<file path="src/rtl/rf_alu_sequencer.sv">
// rtl/rf_alu_sequencer.sv - four-state execute sequencer wrapped around an 8x8 register file
module rf_alu_sequencer #(
    parameter int DATA_W = 8,
    parameter int ADDR_W = 3
) (
    input  logic                    Clk,
    input  logic                    rst_n,
    input  logic                    instr_valid,
    output logic                    instr_ready,
    input  logic [3+3*ADDR_W-1:0]   instr,
    output logic [ADDR_W-1:0]       RX,
    output logic [ADDR_W-1:0]       RY,
    input  logic [DATA_W-1:0]       busX,
    input  logic [DATA_W-1:0]       busY,
    output logic                    WEN,
    output logic [ADDR_W-1:0]       RW,
    output logic [DATA_W-1:0]       busW,
    output logic                    busy,
    output logic                    done,
    output logic [DATA_W-1:0]       result,
    output logic                    carry,
    output logic                    zero
);

    typedef enum logic [1:0] {IDLE, READ, EXEC, WB} state_t;

    localparam logic [2:0] OP_ADD = 3'b000;
    localparam logic [2:0] OP_SUB = 3'b001;
    localparam logic [2:0] OP_AND = 3'b010;
    localparam logic [2:0] OP_OR  = 3'b011;
    localparam logic [2:0] OP_XOR = 3'b100;
    localparam logic [2:0] OP_SLT = 3'b101;
    localparam logic [2:0] OP_MOV = 3'b110;

    state_t state, next_state;

    logic [2:0]        op_q;
    logic [ADDR_W-1:0] rd_q, rs_q, rt_q;
    logic [DATA_W-1:0] opa, opb;
    logic [DATA_W-1:0] alu_res;
    logic              alu_c;
    logic [DATA_W:0]   alu_sum;
    logic              a_lt_b;
    logic              accept;

    assign accept = instr_valid && instr_ready;

    always_ff @(posedge Clk or negedge rst_n) begin
        if (!rst_n) state <= IDLE;
        else        state <= next_state;
    end

    always_comb begin
        next_state = state;
        case (state)
            IDLE:    if (accept) next_state = READ;
            READ:    next_state = EXEC;
            EXEC:    next_state = WB;
            WB:      next_state = IDLE;
            default: next_state = IDLE;
        endcase
    end

    always_comb begin
        instr_ready = (state == IDLE);
        busy        = (state != IDLE);
        WEN         = (state == WB);
        done        = (state == WB);
    end

    // Write-back bus mirrors the registered result; RW tracks the latched rd.
    assign RW   = rd_q;
    assign busW = result;

    assign alu_sum = {1'b0, opa} + {1'b0, opb};
    assign a_lt_b  = (opa < opb);

    always_comb begin
        alu_res = '0;
        alu_c   = 1'b0;
        case (op_q)
            OP_ADD: begin alu_res = alu_sum[DATA_W-1:0]; alu_c = alu_sum[DATA_W]; end
            OP_SUB: begin alu_res = opa - opb;           alu_c = a_lt_b;          end
            OP_AND: alu_res = opa & opb;
            OP_OR:  alu_res = opa | opb;
            OP_XOR: alu_res = opa ^ opb;
            OP_SLT: alu_res = {{(DATA_W-1){1'b0}}, a_lt_b};
            OP_MOV: alu_res = opa;
            default: alu_res = DATA_W'({rs_q, rt_q});
        endcase
    end

    always_ff @(posedge Clk or negedge rst_n) begin
        if (!rst_n) begin
            op_q   <= '0;
            rd_q   <= '0;
            rs_q   <= '0;
            rt_q   <= '0;
            RX     <= '0;
            RY     <= '0;
            opa    <= '0;
            opb    <= '0;
            result <= '0;
            carry  <= 1'b0;
            zero   <= 1'b0;
        end else begin
            case (state)
                IDLE: if (accept) begin
                    op_q <= instr[3+3*ADDR_W-1 -: 3];
                    rd_q <= instr[3*ADDR_W-1 -: ADDR_W];
                    rs_q <= instr[2*ADDR_W-1 -: ADDR_W];
                    rt_q <= instr[ADDR_W-1:0];
                    RX   <= instr[2*ADDR_W-1 -: ADDR_W];
                    RY   <= instr[ADDR_W-1:0];
                end
                READ: begin
                    opa <= busX;
                    opb <= busY;
                end
                EXEC: begin
                    result <= alu_res;
                    carry  <= alu_c;
                    zero   <= (alu_res == '0);
                end
                default: ;
            endcase
        end
    end

endmodule
</file>
<file path="config.mk">
export PLATFORM = sky130hd
export DESIGN_NAME = rf_alu_sequencer
export DESIGN_NICKNAME = d
export VERILOG_FILES = /design/src/rtl/rf_alu_sequencer.sv
export SDC_FILE = /design/constraint.sdc
export NUM_CORES = 1
export LEC_CHECK = 0
export BUFFER_PORTS_ARGS = -buffer_cell sky130_fd_sc_hd__buf_4
export CAP_MARGIN = 20
export CORE_UTILIZATION = 50
export CTS_CLUSTER_DIAMETER = 100
export CTS_CLUSTER_SIZE = 8
export DETAILED_ROUTE_END_ITERATION = 7
export GPL_TIMING_DRIVEN = 0
export MAX_ROUTING_LAYER = met4
export PLACE_DENSITY = 0.77
export RECOVER_POWER = 25
export SETUP_SLACK_MARGIN = 0.5
export SYNTH_ARGS = -nofsm -noshare
export SYNTH_HDL_FRONTEND = slang
export SYNTH_SLANG_ARGS = --single-unit
</file>
<file path="constraint.sdc">
create_clock -name Clk -period 2.2 [get_ports Clk]
set_clock_uncertainty 0.05 [all_clocks]
set_input_delay 0.44 -clock Clk [delete_from_list [all_inputs] [get_ports Clk]]
set_output_delay 0.44 -clock Clk [all_outputs]
set_load 0.01 [all_outputs]
</file>
==> results.md <==
* Outcome: finished, violations left
* Failing checks: setup timing
* Simple-Gate Fraction of Synth Area at between 10% and 20%
* Number of remaining DRC errors at 0
* Seq/Total Area, Yosys at 34.39%
* DRC violation total after the first TritonRoute iteration at 192
* CP startpoint kind: flop
* Fin crit period at 2547 ps
* Clk_lat worst skew at a little over 300 ps
* Vias at around 2.8k
* Reg clk slew, reported paths at 90 ps
* First-pass GRT wire length at 13.36 mm
* Core box area at 5574 um^2
* Bufs on Longest Clock Path at 2
* Initial antenna violation count at 0
* Most frequent cells in the layout: 101 x buf_4, 38 x dfrtp_1, 33 x nand2_1, 25 x o21ai_0
* CP top delay family: compound AO/OA/AOI/OAI gates
* PD cells at 1986 nW/um^2
* Critical-path top delay cell: dfrtp_1
* Largest net degree at the start of global routing at 41
* Cell area after synthesis at 2910 um^2
* Fin. max-slew vios at 0
* # setup viols final at 7
* Reg-to-reg critical path startpoint: opa[0]
* Post-route setup slack at -346.9 ps
* Routed Antenna Nets at 0
* Share of layout cells above drive strength 1 at 47.20%
* Post-synthesis mux area share at 9.286%
* Max incr delay on CP at around 430 ps
* Final Power at 8.271 mW
* CP Capture Type: flop
* Row cnt at 27
* Layout area overhead at 43.08%
* Routability cong. at 0.8961
* Dominant synthesized flop cell: dfrtp_1
* Initial DRT Pass Iterations at 4
* Critical-path cell list: inv_2 -> ha_4 -> fa_2 -> o21bai_1 -> a21oi_2 -> o31ai_4 -> xor2_1 -> o221a_2 -> nand4_1 -> o32ai_2
* CTS tree: yes
* Grt ovf at 0
* Fmax at 392.6 MHz
* HPWL after DPL at 5.893 mm
* Vias in the first global route at 2719
* CP required at 2360 ps
* CTS root buffer: clkbuf_8
* Initial core utilization at 52.21%
* Worst-margin pin slew at between 1000 and 1500 ps
* Via/cell ratio at 5.534
* Max FO, Critical Path at 3
* Critical Path Sink: zero
* Die footprint at 6129 um^2
* Pre-CTS WS at -400.9 ps
* Aggregate global-route resource usage at 29.70%
* Syn nets at between 300 and 400
* Largest family of logic cells by synthesized area: compound AO/OA/AOI/OAI gates
* # nets final at 490
* WP depth at 10
* Clock Sinks at 40
* Mapped Cells at about 320
* CTS buffer count at 5
* Hold Slack at 244.2 ps
* Synth Area in XOR/XNOR at 0.6019%
* WP buf/inv at 1
* Relative slew slack at a little under a third
* WP data arrival at 2700 ps
* Yosys reg bits at 40
* Commonest non-fill, non-tap cell in the layout: buf_4
* Io pins at slightly above 60
* Final period util at 115.8%
* Final wirelength at 8.630 mm
* Filler instances at 400
* Async set-or-reset flop fraction in the synthesized netlist at 100.0%
* Avg Synthesized Cell Area at about 9.0 um^2
* Final Hold Viols at 0
* Yosys warns at 0
* Final core utilization at 74.70%
* Setup_tns at -1500 ps
* Die Y-Extent at 78.29 um
* R2r setup slk at -350 ps
* Adder-cell share of the synthesized area at 14.27%
* Hold crit path type: primary input to asynchronous set/reset pin
* Unrepaired setup endpoints after global routing: true
* Max-cap violations at 0
* Leakage dissipation at approximately 2 nW
* FF-to-FF End: zero
* # diodes at 0
* Die W at 78.29 um
* Worst Setup SP: opa[0]
* Wire per inst at 17.26 um
* H-Tree Depth at 2
* EDFF count, synth at 0
* VDD IR max at 0.9276 mV
* Setup CP Type: flop to flop
* Synth unique cells at 57
* Number of port buffers at 61
* R2r worst-path depth at 10
* Compound-Gate Fraction of Synth Area at 19.05%
[synth_stat cells (all sizes together) (2+ instances only)]
cell type	n	area, um^2
a211o	2	17.52
a21oi	16	80.08
a211oi	5	42.54
dfrtp	40	1001
mux2	14	157.7
mux2i	9	90.09
ha	30	375.4
nand2b	2	12.51
nor2	21	78.83
clkbuf	7	26.28
buf	21	131.4
nor3b	2	15.01
and2	2	12.51
a31oi	4	25.02
o2111ai	2	17.52
nand2	33	123.9
nand3	3	15.01
a21o	2	15.01
inv	29	108.9
o31ai	3	22.52
o21ai	28	140.1
nor2b	3	18.77
and3	3	18.77
nor3	5	25.02
fa	2	40.04
a221oi	2	17.52
o211ai	5	37.54
o21a	3	22.52
[sequential cells by signal, indices dropped and copies added, names as in the netlist, 2 cells and up]
signal and count:
busW 8, opa 8, opb 8, RW 3, op_q 3, rs_q 3, rt_q 3, state 2
[cell families after synthesis]
kind of cell,count (synthesis)
fa+ha+maj,32
xor+xnor,2
mux,24
compound gates,85
simple gates,82
buf+inv,58
flops,40
[where the power goes]
group	leakage, nW	internal, mW	switching [mW]
clock network	0.0552	0.337	0.289
logic	1.45	3.08	3.14
registers	0.478	1.11	0.309
[cell type report]
class	instances	area, um^2	share of cell area (%)
buffer	28	188.9	4.537
clock buffer	6	72.57	1.743
clock inverter	2	35.03	0.8413
inverter	30	121.4	2.915
multi-input combinational	225	1922	46.15
sequential	40	1003	24.10
tap	72	90.09	2.163
timing repair buffer	97	730.7	17.55
[through the flow]
stage          instance area, um^2  std cells
4_1_cts                       3983        487
2_1_floorplan                 3002        323
5_1_grt                       4164        500
3_3_place_gp                  3550        456
6_report                      4164        500
3_5_place_dp                  3550        456
[metal layers]
layer	global-route usage [%]	routed length, um	part of all wire [%]
met5	-	0	0
met2	49.39	4330	50
met4	12.04	223	2.6
met3	6.047	464	5.4
met1	35.22	3612	42
[worst min-delay path by stage]
stage | startpoint | end | slack [ps]
2_1_floorplan | rst_n | RW[0] | 90
3_3_place_gp | rst_n | RW[1] | 400
3_5_place_dp | rst_n | RW[2] | 400
4_1_cts | rst_n | opa[6] | 70
5_1_grt | busX[5] | opa[5] | 290
6_report | rst_n | opa[6] | 240
[what timing repair did]
action                                  CTS  global route
setup buffers                            23            12
gates cloned                              0             1
gates resized for setup                  35            26
hold buffers                              0             0
pin swaps                                28            18
endpoints found under the setup margin   24            28
(Power assumes the default switching activity.)
